<file path="src/rtl/alu_reg.sv">
// 8-bit (parameterisable) registered ALU with valid-qualified, 1-cycle-latency output.
// zero/negative are decoded from the registered result so they always agree with out.
module alu_reg #(
   parameter int unsigned WIDTH = 8
) (
   input  logic             clk,
   input  logic             rst_n,
   input  logic             in_valid,
   input  logic [2:0]       opcode,
   input  logic [WIDTH-1:0] a,
   input  logic [WIDTH-1:0] b,
   output logic [WIDTH-1:0] out,
   output logic             out_valid,
   output logic             carry,
   output logic             overflow,
   output logic             zero,
   output logic             negative
);

   typedef enum logic [2:0] {
      OP_PLUS   = 3'd0,
      OP_MINUS  = 3'd1,
      OP_AND    = 3'd2,
      OP_OR     = 3'd3,
      OP_NEGATE = 3'd4
   } op_e;

   logic [WIDTH-1:0] res_q, res_d;
   logic             valid_q;
   logic             carry_q, carry_d;
   logic             ovf_q, ovf_d;

   logic [WIDTH-1:0] addend;
   logic             cin;
   logic [WIDTH:0]   sum_ext;

   // Subtract reuses the adder as a + ~b + 1, so carry-out is the no-borrow flag.
   always_comb begin
      addend  = (opcode == OP_MINUS) ? ~b : b;
      cin     = (opcode == OP_MINUS);
      sum_ext = {1'b0, a} + {1'b0, addend} + {{WIDTH{1'b0}}, cin};
   end

   always_comb begin
      res_d   = '0;
      carry_d = 1'b0;
      ovf_d   = 1'b0;
      case (opcode)
         OP_PLUS, OP_MINUS: begin
            res_d   = sum_ext[WIDTH-1:0];
            carry_d = sum_ext[WIDTH];
            // Same-sign operands into the adder yielding a different sign covers add and sub alike.
            ovf_d   = (a[WIDTH-1] == addend[WIDTH-1]) && (sum_ext[WIDTH-1] != a[WIDTH-1]);
         end
         OP_AND:    res_d = a & b;
         OP_OR:     res_d = a | b;
         OP_NEGATE: res_d = ~a;
         default:   res_d = '0;
      endcase
   end

   always_ff @(posedge clk or negedge rst_n) begin
      if (!rst_n) begin
         res_q   <= '0;
         valid_q <= 1'b0;
         carry_q <= 1'b0;
         ovf_q   <= 1'b0;
      end else begin
         valid_q <= in_valid;
         if (in_valid) begin
            res_q   <= res_d;
            carry_q <= carry_d;
            ovf_q   <= ovf_d;
         end
      end
   end

   assign out       = res_q;
   assign out_valid = valid_q;
   assign carry     = carry_q;
   assign overflow  = ovf_q;
   assign zero      = (res_q == '0);
   assign negative  = res_q[WIDTH-1];

endmodule

</file>
<file path="config.mk">
export PLATFORM = sky130hd
export DESIGN_NAME = alu_reg
export DESIGN_NICKNAME = d
export VERILOG_FILES = /design/src/rtl/alu_reg.sv
export SDC_FILE = /design/constraint.sdc
export NUM_CORES = 1
export LEC_CHECK = 0
export CAP_MARGIN = 20
export CELL_PAD_IN_SITES_DETAIL_PLACEMENT = 1
export CELL_PAD_IN_SITES_GLOBAL_PLACEMENT = 2
export CORE_MARGIN = 5
export CORE_UTILIZATION = 28
export CTS_BUF_LIST = sky130_fd_sc_hd__clkbuf_2
export CTS_CLUSTER_DIAMETER = 30
export DETAILED_ROUTE_END_ITERATION = 10
export PLACE_DENSITY_LB_ADDON = 0.1
export SLEW_MARGIN = 0
export SYNTH_ARGS = -nofsm -noshare
export SYNTH_HDL_FRONTEND = slang
export SYNTH_SLANG_ARGS = --single-unit
</file>
<file path="constraint.sdc">
create_clock -name clk -period 1.2 [get_ports clk]
set_input_delay 0.18 -clock clk [delete_from_list [all_inputs] [get_ports clk]]
set_output_delay 0.18 -clock clk [all_outputs]
set_load 0.05 [all_outputs]
</file>
After elaboration in Yosys (flattened, before gate mapping)
Cells that the tools add are included.

storage, ports and cells
  register bits after elaboration = 11
  output and inout bits = 13
  word-level logic and storage cells = 24

cells by class
  add/sub/neg operators = 2
  equality and inequality tests = 6
  mux-type cells = 4
  bitwise gates (word level) = 4
  reductions and logical operators = 4

operator list
  operator                                                                count
  8-bit case mux with 4 select lines                                      1
  8-bit NOT                                                               2
  8-bit by 8-bit adder with 9-bit output                                  1
  9-bit by 1-bit adder with 9-bit output                                  1
  8-bit bitwise AND                                                       1
  8-bit zero test                                                         1
  8-bit two-way mux                                                       1
  8-bit OR                                                                1
  3-bit by 2-bit equality test with 1-bit output (second input constant)  2
  3-bit by 1-bit equality test with 1-bit output (second input constant)  1
  3-bit equality test (second input constant)                             1
  3-bit zero test                                                         1
  1-bit two-way mux                                                       2
  2-bit OR reduction                                                      1
  1-bit equality test                                                     1
  1-bit logical AND                                                       1
  1-bit != test                                                           1

Logic depth before layout (Yosys ltp)
Gate-level depths: netlist of the first run.

  depth in word-level cells = 7
  depth in mapped cells = 10
  depth with buffers taken out = 8

Worst setup path after synthesis of the first run
OpenSTA, ideal clock, no wires.

  kind = input port to flip-flop
  from = in opcode[1]
  to = reg carry_q, in the netlist carry
  setup time = 0.128 ns
  arrival time = 2.012 ns
  required time = 1.072 ns
  slack = -0.940 ns
  stages = 10
  cells stage by stage = buf_6 -> nor3b_2 -> buf_6 -> xor2_1 -> fa_1 -> a21o_1 -> a221o_1 -> a21o_1 -> a21oi_1 -> o21ai_0

between the ends
  cells in the longest elaborated chain, start to end = 5
  elaborated cells between the ends (all ways) = 7

ends and longest elaborated chain
  element                                         line        text
  start, declared                                 9           input logic [2:0] opcode,
  3-bit by 1-bit equality test with 1-bit output  39, 40, 48
  8-bit two-way mux                               39          addend = (opcode == OP_MINUS) ? ~b : b;
  8-bit by 8-bit adder with 9-bit output          41          sum_ext = {1'b0, a} + {1'b0, addend} + {{WIDTH{1'b0}}, cin};
  9-bit by 1-bit adder with 9-bit output          41
  1-bit two-way mux (*)                           48          case (opcode)
  end signal, assigned                            72          carry_q <= carry_d;
  end, declared                                   30          logic carry_q, carry_d;

Every way passes the cells marked *; elsewhere a longest branch is shown, timed or not.
A chain may end at the register's enable or synchronous reset.

Worst setup path after layout of the first run
  from = in b[0]
  to = reg res_q[6], in the netlist out[6]

between the ends
  cells in the longest elaborated chain, start to end = 5

ends and longest elaborated chain
  element                                     line  text
  start, declared                             11    input logic [WIDTH-1:0] b,
  8-bit NOT                                   39
  8-bit two-way mux (*)                       39
  8-bit by 8-bit adder with 9-bit output (*)  41
  9-bit by 1-bit adder with 9-bit output (*)  41
  8-bit case mux with 4 select lines (*)      48
  end signal, assigned                        71    res_q <= res_d;
  end, declared                               28    logic [WIDTH-1:0] res_q, res_d;

Marked as above.

==> results of run 1 <==
## layout make-up
type,count,area (µm²),share of cell area (%)
Sequential cell,11,283,12.3
Inverter,5,18.8,0.815
Clock buffer,4,20.0,0.870
Multi-Input combinational cell,112,1020,44.1
Tap cell,50,62.6,2.72
Timing Repair Buffer,88,902,39.2
## flip-flops by register name, summed over array words and instances, names as in the netlist
name	flops
out	8
carry	1
out_valid	1
overflow	1
## final timing paths
check,start,endpoint,slack [ns],cells after the start
min,rst_n,out[7],0.20,2
max,b[0],out[6],-0.73,9
max reg2reg,out[7],out[7],0.11,5
min reg2reg,overflow,overflow,0.58,2
min in group clk,opcode[2],out[1],0.42,4
max in group asynchronous,rst_n,out[5],0.83,2
## stage by stage
| stage | hold WS (ns) | util (%) | power [mW] | instances |
|---|---|---|---|---|
| after floorplan | -0.116 | - | 0.994 | 136 |
| after CTS | 0.198 | 55.7 | 1.94 | 270 |
| final | 0.200 | 56.7 | 1.95 | 270 |
| after detailed placement | 0.498 | 51.6 | 1.62 | 263 |
| after global routing | 0.185 | 56.7 | 2.07 | 270 |
| after global placement | 0.492 | 51.6 | 1.59 | 263 |
## routing by layer
| metal | up-vias | GRT usage [%] | wire [µm] | part of all wire, % |
|---|---|---|---|---|
| li1 | 657 | - | - | - |
| met1 | 657 | 18.9 | 1740 | 40 |
| met2 | 29 | 32.0 | 2370 | 55 |
| met3 | 8 | 2.94 | 145 | 3.4 |
| met4 | 0 | 3.36 | 61 | 1.4 |
| met5 | - | 0 | 0 | 0 |
## cells by family (layout without fill, tap and decap cells)
kind of cell	after synthesis	in the layout	share of synthesized area, %
DFF	11	11	23.2
and+or+nand+nor	36	36	15.4
adders and majority gates	18	18	18.6
buffers and inverters	13	97	6.97
xor gates and xnor gates	12	12	8.87
muxes	4	4	3.80
AOI/OAI and AO/OA	42	42	23.1
## cell usage in the layout (no fill, tap or decap), types with 2 or more instances in the layout
cell,instances
a21o_1,2
buf_6,9
a21oi_2,4
dlygate4sd2_1,4
o211ai_1,2
a21oi_4,2
nor2b_1,2
xor2_1,6
nand2_1,13
clkbuf_2,4
inv_1,4
o21ai_0,7
nor2_1,6
nor3_1,3
o21ai_1,5
a21oi_1,8
nand3_1,2
dfrtp_1,5
xor2_4,3
ha_1,10
o21a_1,2
buf_4,46
mux2i_1,3
or4_4,2
maj3_1,5
dfrtp_2,6
buf_12,13
clkdlybuf4s50_1,13
ha_4,2
## power by group
part / internal (mW) / switching [mW]
clock: 0.0884 / 0.125
sequential: 0.417 / 0.0313
combinational: 0.668 / 0.618
## repair_timing
| action | CTS | global route |
|---|---|---|
| gates resized for setup | 49 | 7 |
| setup endpoints to repair | 11 | 15 |
| buffers inserted | 3 | 2 |
| pin swaps | 25 | 9 |
==> reports/summary.txt, run 1 <==
status: finished, violations left
violated checks: negative setup slack
final setup violation count: 10
synthesized net count: 171
CTS tree: done
Wirelength per Cell: 16.0 µm
Synth top area share: 23.2%
# rows: 23
area of the core: 4060 µm²
pwr dens: 846 nW/µm²
GRT Residual Overflow: 0
Total Wirelength: 4320 µm
RSZ-0062 raised after global routing: yes
DRC errors left: 0
pre-CTS setup slack: -1.49 ns
vias: 1351
Synth Instances: 136
Seq/Total Area, Yosys: 23.2%
Area Growth Syn to Fin: 94.3%
synthesized area: 1180 µm²
flops & latches, synth: 11
Port Buffers: 34
Commonest cells post-synth: 14 x a21oi_1, 13 x nand2_1, 13 x o21ai_0, 12 x ha_1, 11 x dfrtp_1
fillcell total: 472
synth top area cells: dfrtp_1 23%, ha_1 13%, xor2_1 7.4%
post-route cell area: 2300 µm²
CTS buffer count: 3
setup_tns: -5.98 ns
Ant. Diodes: 0
final net count: 256
Post-CTS Hold Buffers: 0
die height: 75.1 µm
final worst setup slack: -0.732 ns
clk slew on worst S/H paths: 0.11 ns
Routed Antenna Nets: 0
DR iter-0 viols: 13
Sink Count: 11
crit path max fanout: 2
vias in the first global route: 1484
Root Driver: clkbuf_2
clock buffer depth: 2
HP Class: in -> async
Pre-antenna DRT Iters: 4
yosys warns: 0
Top Family by Delay on Critical Path: compound AO/OA/AOI/OAI gates
crit path DAT: 2.09 ns
Initial Utilization: 29.2%
slew of the pin with the lowest slew margin: 0.265 ns
first-pass GRT wire length: 7080 µm
GP Congestion: 0.799
critical path endpoint category: flop
dominant synthesized flop cell: dfrtp_1
clk_lat worst skew: 0.26 ns
crit path cell chain: clkdlybuf4s15_1 > inv_2 > mux2_4 > fa_2 > a21o_1 > a221o_1 > a21o_1 > xnor2_1 > o21ai_1
GRT Overall Usage: 16.6%
fin crit share: 161%
Worst path slowest cell: fa_2
async set or reset register ratio after synthesis: 100%
initial antenna violation count: 0
cell mode on critical path: a21o_1
die area: 5630 µm²
Slew headroom: 82.1%
Fin. Hold Viols: 0
Max Freq: 518 MHz
post-DP HPWL: 3700 µm
Req. time, crit path: 1.36 ns
Final Critical Period: 1.93 ns
pin count of the biggest net entering global routing: 12
Buffers & Inverters on Critical Path: 2
Slew Limit Fails: 0
Via-to-Cell Ratio: 5.00
CP Class: in -> reg
H-tree levels: 1
clk_skew: 0 ns
io pins: 35
Post-DP Area: 2090 µm²
Syn Area/Cell: 8.71 µm²
Worst IR Drop VDD: 0.000311 V
leakage power: 1.02 nW
post-synthesis cell type count: 38
CP Launch Type: input pin
Die X-Extent: 75.1 µm
count leader, synth: a21oi_1
max cap viols: 0
number of synthesized flops with an enable pin: 0
share of cells above drive strength 1: 49.1%
slowest cell delay on critical path: 0.36 ns
Synth area leader: dfrtp_1
(Power assumes the default switching activity.)
==> run 2: changes to the inputs <==
Settings changed: CTS_CLUSTER_SIZE set to 28.
==> results of run 2 <==
The final DEF is identical to that of run 1; final timing and power are the same.
==> run 3: changes to the inputs <==
Settings changed: ABC_AREA set to 1, CORE_UTILIZATION 28 to 26, CTS_CLUSTER_SIZE 28 to 8.
==> run 3 against run 2 <==
  * The flow still finishes with violations (negative setup slack)
  * Combinational power increased by 12%
  * Flip-flop and latch count unchanged
  * Maximum frequency increased by 8.2%
  * Critical path type is now reg -> out
  * Largest cell class unchanged
==> reports/summary.txt, run 3 <==
Pre-antenna DRT Iters: 4 (unchanged)
Commonest cells post-synth: 42 x nand2_1, 15 x inv_1, 14 x o21ai_0, 12 x ha_1, 12 x nand3_1 (was 14 x a21oi_1, 13 x nand2_1, 13 x o21ai_0, 12 x ha_1, 11 x dfrtp_1)
Synth area leader: dfrtp_1 (unchanged)
share of cells above drive strength 1: 52.3% (was 49.1%)
Via-to-Cell Ratio: 4.86 (was 5.00)
Slew headroom: 77.3% (was 82.1%)
number of synthesized flops with an enable pin: 0 (unchanged)
slew of the pin with the lowest slew margin: 0.337 ns (was 0.265 ns)
Syn Area/Cell: 7.19 µm² (was 8.71 µm²)
die area: 5920 µm² (was 5630 µm²)
die height: 76.9 µm (was 75.1 µm)
synth top area cells: dfrtp_1 24%, nand2_1 14%, ha_1 13% (was dfrtp_1 23%, ha_1 13%, xor2_1 7.4%)
Synth top area share: 23.6% (was 23.2%)
yosys warns: 0 (unchanged)
CP Launch Type: flop (was input pin)
Setup crit end: zero (was out[6])
flops & latches, synth: 11 (unchanged)
GP Congestion: 0.771 (was 0.799)
Routed Antenna Nets: 0 (unchanged)
Root Driver: clkbuf_2 (unchanged)
Ant. Diodes: 0 (unchanged)
post-DP HPWL: 3560 µm (was 3700 µm)
post-synthesis cell type count: 35 (was 38)
Die X-Extent: 76.9 µm (was 75.1 µm)
violated checks: negative setup slack (unchanged)
count leader, synth: nand2_1 (was a21oi_1)
async set or reset register ratio after synthesis: 100% (unchanged)
Worst IR Drop VDD: 0.000267 V (was 0.000311 V)
area of the core: 4350 µm² (was 4060 µm²)
Synth Instances: 162 (was 136)
critical path endpoint category: output pin (was flop)
Seq/Total Area, Yosys: 23.6% (was 23.2%)
most common cell after layout, fill and taps aside: nand2_1 (was buf_4)
clock buffer depth: 2 (unchanged)
Wirelength per Cell: 15.9 µm (was 16.0 µm)
crit path max fanout: 2 (unchanged)
CTS tree: done (unchanged)
fin crit share: 149% (was 161%)
Sink Count: 11 (unchanged)
HP Class: in -> async (unchanged)
Fin. Hold Viols: 0 (unchanged)
crit path DAT: 1.61 ns (was 2.09 ns)
pin count of the biggest net entering global routing: 12 (unchanged)
Reg2Reg Depth: 5 (unchanged)
Initial Utilization: 26.8% (was 29.2%)
Reg2Reg Setup Slack: 0.20 ns (was 0.11 ns)
synthesized area: 1160 µm² (was 1180 µm²)
Slew Limit Fails: 0 (unchanged)
Port Buffers: 34 (unchanged)
clk_skew: 0 ns (unchanged)
GRT Residual Overflow: 0 (unchanged)
R2R Path Start: out[5] (was out[7])
# rows: 24 (was 23)
R2R Path End: out[5] (was out[7])
clk_lat worst skew: 0.26 ns (about the same)
dominant synthesized flop cell: dfrtp_1 (unchanged)
vias in the first global route: 1617 (was 1484)
io pins: 35 (unchanged)
Final Critical Period: 1.79 ns (was 1.93 ns)
clk slew on worst S/H paths: 0.11 ns (about the same)
Area Growth Syn to Fin: 116% (was 94.3%)
Req. time, crit path: 1.02 ns (was 1.36 ns)
fillcell total: 499 (was 472)
final setup violation count: 12 (was 10)
vias: 1434 (was 1351)
final worst setup slack: -0.586 ns (was -0.732 ns)
leakage power: 1.15 nW (was 1.02 nW)
synthesized net count: 197 (was 171)
CTS buffer count: 3 (unchanged)
status: finished, violations left (unchanged)
initial antenna violation count: 0 (unchanged)
Max Freq: 560 MHz (was 518 MHz)
first-pass GRT wire length: 7650 µm (was 7080 µm)
max reg flops: 8 (unchanged)
max cap viols: 0 (unchanged)
DRC errors left: 0 (unchanged)
H-tree levels: 1 (unchanged)
GRT Overall Usage: 15.7% (was 16.6%)
DR iter-0 viols: 22 (was 13)
highest-count cells in the layout ignoring fill and taps: 35 x nand2_1, 33 x buf_4, 15 x buf_12 (was 46 x buf_4, 13 x nand2_1, 13 x clkdlybuf4s50_1, 13 x buf_12, 10 x ha_1)
RSZ-0062 raised after global routing: yes (unchanged)
pwr dens: 832 nW/µm² (was 846 nW/µm²)
Post-CTS Hold Buffers: 0 (unchanged)
CP Class: reg -> out (was in -> reg)
crit path from: out[5] (was b[0])
Total Wirelength: 4690 µm (was 4320 µm)
utilization after layout: 57.9% (was 56.7%)
final net count: 279 (was 256)
pre-CTS setup slack: -1.31 ns (was -1.49 ns)
[run 3: changes by cell type after synthesis, sizes merged, moves of 10 or more]
cell   before  now
nand3       2   13
a21oi      14    4
nand2      13   48
xor2       10    0
inv         5   17
[run 3: stage by stage]
step	hold WS, ns	cells	TNS, ns	cell area [µm²]	power (mW)
3_3_place_gp	0.490	277	-10.36	2060	1.60
6_report	0.189	295	-4.97	2520	2.10
5_1_grt	0.192	295	-5.77	2520	2.23
3_5_place_dp	0.497	277	-10.86	2060	1.63
4_1_cts	0.176	291	-4.48	2370	2.00
2_1_floorplan	-0.116	162	-4.89	1310	1.05
[run 3: logic make-up after synthesis]
group	Yosys count	synth area share (%)
simple gates	75	31.2
buf+inv	20	6.98
fa+ha+maj	13	14.6
flops	11	23.6
compound gates	35	17.6
xor+xnor	8	6.02
[run 3: metal layers]
metal | GRT usage [%] | part of all wire (%)
met4 | 4.20 | 1.6
met3 | 2.81 | 3.9
met2 | 29.6 | 56
met5 | 0 | 0
met1 | 17.7 | 39
[run 3: cell type report]
class | count | area (µm²) | area share (%)
well taps | 52 | 65.1 | 2.58
repair buffers | 80 | 880 | 34.9
multi-input cells | 131 | 1210 | 48.1
clock buffers | 3 | 15.0 | 0.596
clock inverters | 1 | 5.00 | 0.199
inverters | 17 | 63.8 | 2.53
flip-flops and latches | 11 | 279 | 11.1
[run 3: worst max-delay path, stage by stage, from the launching register on]
cell	delay (ns)
dfrtp_2	0.43
or4_4	0.54
nor4_4	0.19
buf_12	0.18
[run 3: how the worst min path moves through the flow]
stage | startpoint | end | slack [ns] | depth (start not counted)
3_3_place_gp | rst_n | overflow | 0.49 | 2
3_5_place_dp | rst_n | overflow | 0.50 | 2
6_report | rst_n | out[3] | 0.19 | 2
4_1_cts | rst_n | out[3] | 0.18 | 2
5_1_grt | rst_n | out[3] | 0.19 | 2
2_1_floorplan | rst_n | carry | -0.12 | 0
[run 3: power breakdown]
| part | internal [mW] | switching [mW] | leakage (nW) |
|---|---|---|---|
| registers | 0.415 | 0.0395 | 0.138 |
| clock network | 0.0753 | 0.130 | 0.0164 |
| logic | 0.730 | 0.707 | 0.999 |
| total | 1.22 | 0.877 | 1.15 |
[run 3: what timing repair did]
action	4_1_cts	5_1_grt
resized for setup	55	21
endpoints found under the setup margin	11	17
pin swaps	37	25
setup buffers	10	6
endpoints found under the hold margin	0	0
cloned	0	0
